<file path="src/rtl/data_demux_pkg.sv">
// Shared types and helpers for the link receive-side demultiplexer.
package data_demux_pkg;

    localparam int unsigned MAX_DATA_WIDTH = 64;
    localparam int unsigned SEL_WIDTH      = 4;
    localparam int unsigned CNT_WIDTH      = 16;

    typedef enum logic {
        SEARCH = 1'b0,
        LOCKED = 1'b1
    } demux_state_t;

    // Full-width mirror; callers zero-extend into the low bits and shift the result down.
    function automatic logic [MAX_DATA_WIDTH-1:0] bit_reverse(input logic [MAX_DATA_WIDTH-1:0] v);
        logic [MAX_DATA_WIDTH-1:0] r;
        for (int unsigned i = 0; i < MAX_DATA_WIDTH; i++) begin
            r[i] = v[MAX_DATA_WIDTH-1-i];
        end
        return r;
    endfunction

endpackage

</file>
<file path="src/rtl/data_demux_impl_route_reg.sv">
// One-entry AXIS holding register whose valid is stored one-hot per destination.
module axis_route_reg
    import data_demux_pkg::*;
#(
    parameter int unsigned DATA_WIDTH = 32,
    parameter int unsigned N_OUTPUTS  = 2
) (
    input  logic                                 clk,
    input  logic                                 resetn,
    input  logic                                 flush_i,
    input  logic                                 load_i,
    input  logic [DATA_WIDTH-1:0]                load_data_i,
    input  logic [SEL_WIDTH-1:0]                 load_dest_i,
    input  logic [N_OUTPUTS-1:0]                 tready_out,
    output logic [N_OUTPUTS-1:0][DATA_WIDTH-1:0] tdata_out,
    output logic [N_OUTPUTS-1:0]                 tvalid_out,
    output logic                                 space_o
);

    logic [DATA_WIDTH-1:0] data_q, data_d;
    logic [N_OUTPUTS-1:0]  valid_q, valid_d;
    logic                  unload_s;

    assign unload_s = |(valid_q & tready_out);
    assign space_o  = ~(|valid_q) | unload_s;

    // Next register contents: flush beats load beats unload.
    always_comb begin
        data_d  = data_q;
        valid_d = valid_q;
        if (flush_i) begin
            valid_d = '0;
        end else if (load_i) begin
            data_d = load_data_i;
            for (int unsigned i = 0; i < N_OUTPUTS; i++) begin
                valid_d[i] = (load_dest_i == SEL_WIDTH'(i));
            end
        end else if (unload_s) begin
            valid_d = '0;
        end else begin
            valid_d = valid_q;
        end
    end

    // Holding register state.
    always_ff @(posedge clk or negedge resetn) begin
        if (!resetn) begin
            data_q  <= '0;
            valid_q <= '0;
        end else begin
            data_q  <= data_d;
            valid_q <= valid_d;
        end
    end

    for (genvar g = 0; g < N_OUTPUTS; g++) begin : g_out
        assign tdata_out[g] = data_q;
    end
    assign tvalid_out = valid_q;

endmodule

</file>
<file path="src/rtl/data_demux_impl.sv">
// Link receive demux: locks on a run of idle words, then strips idles and routes
// payload words to one of N_OUTPUTS AXIS consumers.
module data_demux_impl
    import data_demux_pkg::*;
#(
    parameter int unsigned DATA_WIDTH         = 32,
    parameter int unsigned N_OUTPUTS          = 2,
    parameter int unsigned INPUT_REVERSE_BITS = 1
) (
    input  logic                                 clk,
    input  logic                                 resetn,
    input  logic [DATA_WIDTH-1:0]                tdata_in,
    input  logic                                 tvalid_in,
    output logic                                 tready_in,
    output logic [N_OUTPUTS-1:0][DATA_WIDTH-1:0] tdata_out,
    output logic [N_OUTPUTS-1:0]                 tvalid_out,
    input  logic [N_OUTPUTS-1:0]                 tready_out,
    input  logic [CNT_WIDTH-1:0]                 n_idle_words,
    input  logic [SEL_WIDTH-1:0]                 output_select,
    input  logic [DATA_WIDTH-1:0]                idle_word,
    input  logic                                 fc_linkReset,
    output logic                                 locked,
    output logic [CNT_WIDTH-1:0]                 n_dropped
);

    demux_state_t          state_q, state_d;
    logic [CNT_WIDTH-1:0]  idle_cnt_q, idle_cnt_d;
    logic [CNT_WIDTH-1:0]  drop_cnt_q, drop_cnt_d;
    logic                  run_q;
    logic [DATA_WIDTH-1:0] word_s;
    logic                  is_idle_s;
    logic                  accept_s;
    logic                  sel_ok_s;
    logic                  load_s;
    logic                  space_s;

    if (INPUT_REVERSE_BITS != 0) begin : g_rev
        assign word_s = DATA_WIDTH'(bit_reverse(MAX_DATA_WIDTH'(tdata_in)) >> (MAX_DATA_WIDTH - DATA_WIDTH));
    end else begin : g_norev
        assign word_s = tdata_in;
    end

    assign is_idle_s = (word_s == idle_word);
    assign accept_s  = tvalid_in & tready_in;
    assign sel_ok_s  = ({1'b0, output_select} < (SEL_WIDTH + 1)'(N_OUTPUTS));
    assign load_s    = (state_q == LOCKED) & accept_s & ~is_idle_s & sel_ok_s;

    // run_q holds ready low until the first clock after reset release.
    assign tready_in = run_q & ~fc_linkReset & ((state_q == SEARCH) | space_s);
    assign locked    = (state_q == LOCKED);
    assign n_dropped = drop_cnt_q;

    // Lock FSM, idle-run counter and drop counter next state.
    always_comb begin
        state_d    = state_q;
        idle_cnt_d = idle_cnt_q;
        drop_cnt_d = drop_cnt_q;
        if (fc_linkReset) begin
            state_d    = SEARCH;
            idle_cnt_d = '0;
        end else begin
            case (state_q)
                SEARCH: begin
                    if (n_idle_words == 16'd0) begin
                        state_d    = LOCKED;
                        idle_cnt_d = '0;
                    end else if (accept_s && is_idle_s) begin
                        // >= rather than == so a threshold lowered mid-run still ends the count.
                        if (({1'b0, idle_cnt_q} + 17'd1) >= {1'b0, n_idle_words}) begin
                            state_d    = LOCKED;
                            idle_cnt_d = '0;
                        end else begin
                            idle_cnt_d = idle_cnt_q + 16'd1;
                        end
                    end else if (accept_s) begin
                        idle_cnt_d = '0;
                    end else begin
                        idle_cnt_d = idle_cnt_q;
                    end
                end
                LOCKED: begin
                    if (accept_s && !is_idle_s && !sel_ok_s && (drop_cnt_q != 16'hFFFF)) begin
                        drop_cnt_d = drop_cnt_q + 16'd1;
                    end else begin
                        drop_cnt_d = drop_cnt_q;
                    end
                end
                default: begin
                    state_d    = SEARCH;
                    idle_cnt_d = '0;
                end
            endcase
        end
    end

    // Control state registers.
    always_ff @(posedge clk or negedge resetn) begin
        if (!resetn) begin
            state_q    <= SEARCH;
            idle_cnt_q <= '0;
            drop_cnt_q <= '0;
            run_q      <= 1'b0;
        end else begin
            state_q    <= state_d;
            idle_cnt_q <= idle_cnt_d;
            drop_cnt_q <= drop_cnt_d;
            run_q      <= 1'b1;
        end
    end

    axis_route_reg #(
        .DATA_WIDTH (DATA_WIDTH),
        .N_OUTPUTS  (N_OUTPUTS)
    ) u_route_reg (
        .clk         (clk),
        .resetn      (resetn),
        .flush_i     (fc_linkReset),
        .load_i      (load_s),
        .load_data_i (word_s),
        .load_dest_i (output_select),
        .tready_out  (tready_out),
        .tdata_out   (tdata_out),
        .tvalid_out  (tvalid_out),
        .space_o     (space_s)
    );

endmodule

</file>
<file path="config.mk">
export PLATFORM = sky130hd
export DESIGN_NAME = data_demux_impl
export DESIGN_NICKNAME = d
export VERILOG_FILES = /design/src/rtl/data_demux_pkg.sv /design/src/rtl/data_demux_impl_route_reg.sv /design/src/rtl/data_demux_impl.sv
export SDC_FILE = /design/constraint.sdc
export NUM_CORES = 1
export LEC_CHECK = 0
export ABC_AREA = 1
export CAP_MARGIN = 25
export CORE_ASPECT_RATIO = 1.4
export CORE_MARGIN = 4
export CORE_UTILIZATION = 36
export DETAILED_ROUTE_END_ITERATION = 8
export PLACE_DENSITY = 0.68
export SLEW_MARGIN = 20
export SYNTH_ARGS = -nofsm -noshare
export SYNTH_HDL_FRONTEND = slang
export SYNTH_SLANG_ARGS = --single-unit
</file>
<file path="constraint.sdc">
create_clock -name clk -period 2.4 [get_ports clk]
set_clock_uncertainty 0.05 [all_clocks]
set_input_delay 0.48 -clock clk [delete_from_list [all_inputs] [get_ports clk]]
set_output_delay 0.48 -clock clk [all_outputs]
set_load 0.005 [all_outputs]
</file>
# After elaboration in Yosys (flattened, before gate mapping)
# Index checks and enable logic that the tools add are counted.
[classes]
add_sub_neg = 3
n_lt_le_gt_ge = 2
eq_ne = 4
n_mux = 14
n_bitwise = 13
reduce_logical = 15
[ops]
columns = ["op", "n"]
rows = [
  ["$mux 16", 6],
  ["$add 16x1->16 const B", 2],
  ["$eq 32x32->1", 1],
  ["$add 16x1->17 const B", 1],
  ["$ge 17x16->1", 1],
  ["$logic_not 16->1", 1],
  ["$ne 16x16->1 const B", 1],
  ["$and 1x1->1", 6],
  ["$mux 2", 3],
  ["$mux 1", 5],
  ["$eq 4x1->1 const B", 1],
  ["$logic_and 1x1->1", 4],
  ["$logic_not 4->1", 1],
  ["$lt 4x2->1 const B", 1],
  ["$not 1->1", 4],
  ["$reduce_and 2->1", 2],
  ["$reduce_bool 4->1", 1],
  ["$reduce_or 2->1", 2],
  ["$reduce_and 3->1", 1],
  ["$reduce_bool 3->1", 1],
  ["$and 2x2->2", 1],
  ["$logic_not 1->1", 2],
  ["$ne 2x2->1 const B", 1],
  ["$or 1x1->1", 2],
]
[word_totals]
regBits = 68
in_bits = 90
out_inout_bits = 84
wordCells = 57

# Depth between registers and ports, before layout
[logic_depth]
ltp_word = 11
ltp_mapped = 20
depth_no_buf = 19

# Hierarchy
# A second synthesis with hierarchy kept.
[hier_totals]
cells_unflattened = 644
hier_area_um2 = 4613.2
[modules_own_cells]
columns = ["module", "n_inst", "cells_each", "area_each_um2", "seq_area_each_um2"]
rows = [
  ["data_demux_impl", 1, 460, 3024.2, 850.8],
  ["axis_route_reg", 1, 184, 1589.0, 850.8],
]

# Worst setup path before layout
# OpenSTA, ideal clock, no wires.
[synth_timing]
kind = "flip-flop to flip-flop"
start = "register idle_cnt_q[0]"
end = "register idle_cnt_q[15]"
setup_time_ps = 117
t_arrival_ps = 2380
t_required_ps = 2233
path_slack_ps = -148
stages_incl_launch_ff = 17
path_buffers = 1
synth_period_minus_slack_ps = 2548
path_cell_list = "dfrtp_1 > ha_1 > nand2_1 > nor2_2 > nand4_2 > nor3_1 > xor2_1 > inv_1 > ha_1 > nand2_1 > nor4_1 > nand2_1 > nand3_2 > inv_2 > buf_2 > nand3_1 > nand2_1"
[synth_via]
elab_chain_len = 7
elab_cells_between_ends = 8
classes_between = "add/sub: 2; order compare: 1; mux: 5"
[synth_lines]
columns = ["element", "line", "text"]
rows = [
  ["start: declaration", "data_demux_impl.sv:27", "logic [CNT_WIDTH-1:0] idle_cnt_q, idle_cnt_d;"],
  ["start signal: assignment", "data_demux_impl.sv:105", "idle_cnt_q <= idle_cnt_d;"],
  ["$add 16x1->17", "data_demux_impl.sv:69", "if (({1'b0, idle_cnt_q} + 17'd1) >= {1'b0, n_idle_words}) begin"],
  ["$ge 17x16->1", "data_demux_impl.sv:69", ""],
  ["$mux 16 *", "data_demux_impl.sv:69", ""],
  ["$mux 16 *", "data_demux_impl.sv:67", "end else if (accept_s && is_idle_s) begin"],
  ["$mux 16 *", "data_demux_impl.sv:64", "if (n_idle_words == 16'd0) begin"],
  ["$mux 16 *", "data_demux_impl.sv:62", "case (state_q)"],
  ["$mux 16 *", "data_demux_impl.sv:58", "if (fc_linkReset) begin"],
]
# Mark *: on every way between the ends. The rest lies on a longest branch, timed or not. The select of a mux whose other input is x is not followed.
# A chain may end at the register's enable or synchronous reset.

# Worst setup path after layout
# Same ends and word-level chain as after synthesis.

==> impl_metrics.json <==
{
  "hold_class": "in -> async",
  "portBuffers": 173,
  "p_leak_nw": 3.92,
  "initial_utilization_pct": 37.1,
  "grt_util_all_layers_pct": 18.2,
  "hpwl_microns": 11400,
  "power_w": 0.00291,
  "slew_violations": 0,
  "via_per_inst": 4.50,
  "layout_min_cycle_time_ns": 2.61,
  "comb_power_share_pct": 14.7,
  "clockPowerShare_pct": 45.5,
  "cts_tree": "done",
  "grt_pass1_wl_microns": 23800,
  "cp.arrival_ns": 2.77,
  "ant_nets": 0,
  "slew_headroom_pct": 63.7,
  "holdWs_ns": 0.113,
  "utilization_pct": 55.2,
  "wl_microns": 14600,
  "status": "finished with violations",
  "coreArea_sq_um": 14100,
  "syn_nets": 847,
  "ys_warn_count": 0,
  "cts_hold_buf": 0,
  "setup_slack_ns": -0.212,
  "drt-initial-drc-count": 122,
  "synth_cell_types": 37,
  "die_x_microns": 110,
  "vias": 5053,
  "power_frac_seq_pct": 39.8,
  "netlist_area_sq_um": 5230,
  "p_sw_w": 0.000701,
  "max_clock_freq_mhz": 383,
  "setup_viol": 17,
  "dr.pass1.iters": 5,
  "switching_share_pct": 24.1,
  "crit_path_start_kind": "flop",
  "final_nets": 1043,
  "fp.dieArea_sq_um": 16600,
  "rsz0062_at_grt": "true",
  "hold_viol_final": 0,
  "intPower_w": 0.00221,
  "vdd_drop_max_uv": 362,
  "grt_pass1_vias": 5136,
  "netlist_instances": 739,
  "synthToLayoutAreaGrowth_pct": 48.7,
  "grt_max_degree": 69,
  "rows": 51,
  "cp.required_ns": 2.56,
  "fin_area_sq_um": 7780,
  "r2r.worst_path.cells": 15,
  "n_antenna_cell": 0,
  "numCtsBuffers": 9,
  "clockBufferDepth": 2,
  "timing.rr.start": "idle_cnt_q[0]",
  "gp_congestion": 0.870,
  "drc": 0,
  "r2r_end": "idle_cnt_q[15]",
  "syn_avg_cell_area_sq_um": 7.08,
  "rrSetupSlack_ns": -0.21,
  "synth_seq_cells": 68,
  "synthArstFlopShare_pct": 100,
  "worstMarginPinSlew_ns": 0.545,
  "overflow": 0,
  "clk_latency_ns": 0.33,
  "clockRootBuffer": "clkbuf_16",
  "grt_antenna_before_repair": 0,
  "placed_area_sq_um": 7230,
  "end_kind": "flop",
  "setup_tns_ns": -3.34,
  "finalCritPeriodShare_pct": 109,
  "htree_levels": 3,
  "violations": "negative setup slack",
  "die_h_microns": 151,
  "synth_seq_area_share_pct": 32.5,
  "clk_pin_slew_ns": 0.06,
  "crit_type": "reg -> reg",
  "synth-main-ff-cell": "dfrtp_1",
  "ios": 174,
  "cap_violations": 0,
  "p_per_area_nw_per_um2": 374,
  "critPathMaxFanout": 8,
  "synth-edff-count": 0,
  "clock-sinks": 68,
  "drive_gt1_share_pct": 19.0,
  "routedWlPerCell_microns": 13.0
}
-- per-layer routing --
layer  share of wire, %  routed length (microns)  up-vias  track usage [%]
met5                  0                        0        -                0
met4                2.0                      291        0             5.49
met3                5.6                      814       21             4.29
met2                 53                     7700      157             33.0
met1                 40                     5850     2265             20.7
li1                   -                        -     2610                -
-- critical path, cell delays in order, from the launching register on --
cell     delay (ns)
dfrtp_1        0.40
ha_2           0.23
nand2_2        0.08
nor2_4         0.11
nand4_4        0.17
nor2_4         0.16
xor2_2         0.10
ha_1           0.30
nand2_1        0.10
nor4_4         0.26
nand2_1        0.10
nand3_2        0.09
inv_4          0.06
buf_12         0.13
nand3_1        0.07
nand2_1        0.06
-- how the worst max path moves through the flow --
stage	startpoint	end	slack, ns	cells past startpoint
finish	idle_cnt_q[0]	idle_cnt_q[15]	-0.21	15
CTS	idle_cnt_q[1]	idle_cnt_q[15]	-0.10	19
global placement	tdata_in[28]	u_route_reg.data_q[24]	-0.20	10
global route	idle_cnt_q[0]	idle_cnt_q[1]	-0.43	19
floorplan	idle_cnt_q[0]	idle_cnt_q[6]	-0.09	16
detailed placement	idle_cnt_q[0]	idle_cnt_q[1]	-0.24	16
-- cell families (layout without fill, tap and decap cells) --
kind of cell    count (synthesis)  after routing  synth area share, %
simple gates                  411            411                 34.8
buf+inv                       156            356                 15.4
flops                          68             68                 32.5
xor+xnor                       48             48                 8.03
compound gates                 37             37                 4.85
fa+ha+maj                      18             18                 4.30
other cells                     1              1               0.0717
-- what timing repair did --
action | CTS | global route
pin swaps | 7 | 1
gates resized for setup | 19 | 10
buffers inserted | 8 | 2
endpoints found under the setup margin | 17 | 29
cloned | 1 | 0
-- flip-flops by register name, summed over array words and instances, names as in the netlist --
| register | flops |
|---|---|
| idle_cnt_q | 16 |
| locked | 1 |
| n_dropped | 16 |
| run_q | 1 |
| u_route_reg.data_q | 32 |
| u_route_reg.tvalid_out | 2 |
-- cell usage after synthesis, types with 2 or more instances --
| master | instances | area (sq um) |
|---|---|---|
| a21oi_1 | 8 | 40.0 |
| buf_12 | 3 | 60.1 |
| buf_2 | 2 | 10.0 |
| buf_4 | 34 | 255 |
| buf_6 | 4 | 45.0 |
| clkinv_1 | 3 | 11.3 |
| dfrtp_1 | 68 | 1700 |
| ha_1 | 18 | 225 |
| inv_1 | 86 | 323 |
| inv_2 | 20 | 75.1 |
| nand2_1 | 249 | 935 |
| nand2_2 | 31 | 194 |
| nand3_1 | 39 | 195 |
| nand3_2 | 7 | 70.1 |
| nand4_1 | 8 | 50.1 |
| nor2_1 | 55 | 206 |
| nor2_2 | 3 | 18.8 |
| nor2_4 | 4 | 45.0 |
| nor3_1 | 7 | 35.0 |
| nor4_1 | 3 | 18.8 |
| o21ai_0 | 4 | 20.0 |
| o21ai_1 | 6 | 30.0 |
| o21ai_2 | 17 | 149 |
| xnor2_1 | 24 | 210 |
| xor2_1 | 24 | 210 |
-- metrics by stage --
stage	setup slack, ns	instances
after global routing	-0.428	1124
final	-0.212	1124
after global placement	-0.199	1098
after CTS	-0.101	1122
after detailed placement	-0.240	1098
after floorplan	-0.0872	739
-- final cells by class --
| cell class | count | area, sq um |
|---|---|---|
| Multi-Input combinational cell | 515 | 2880 |
| Clock buffer | 11 | 243 |
| Inverter | 110 | 417 |
| Timing Repair Buffer | 231 | 2260 |
| Tap cell | 185 | 231 |
| Sequential cell | 68 | 1700 |
| Clock inverter | 4 | 50.0 |
| Fill cell | 1314 | 6320 |
-- layout by cell type, fill, tap and decap left out, types with 9 or more instances in the layout --
| cell type | n |
|---|---|
| nor2_1 | 51 |
| nand3_2 | 9 |
| nand3_1 | 36 |
| inv_2 | 19 |
| o21ai_2 | 17 |
| nand2_2 | 34 |
| buf_4 | 51 |
| inv_1 | 86 |
| clkdlybuf4s50_1 | 171 |
| ha_1 | 15 |
| dfrtp_1 | 68 |
| nand2_1 | 246 |
| xor2_1 | 22 |
| clkbuf_16 | 9 |
| xnor2_1 | 24 |
-- power groups by stage --
stage	logic (W)	clock network, W	registers (W)
after floorplan	0.000166	0	0.00118
after global placement	0.000423	0	0.00118
after detailed placement	0.000428	0	0.00118
after CTS	0.000433	0.00135	0.00116
after global routing	0.000477	0.00141	0.00116
final	0.000428	0.00132	0.00116
Power figures use the tool's default switching activity.
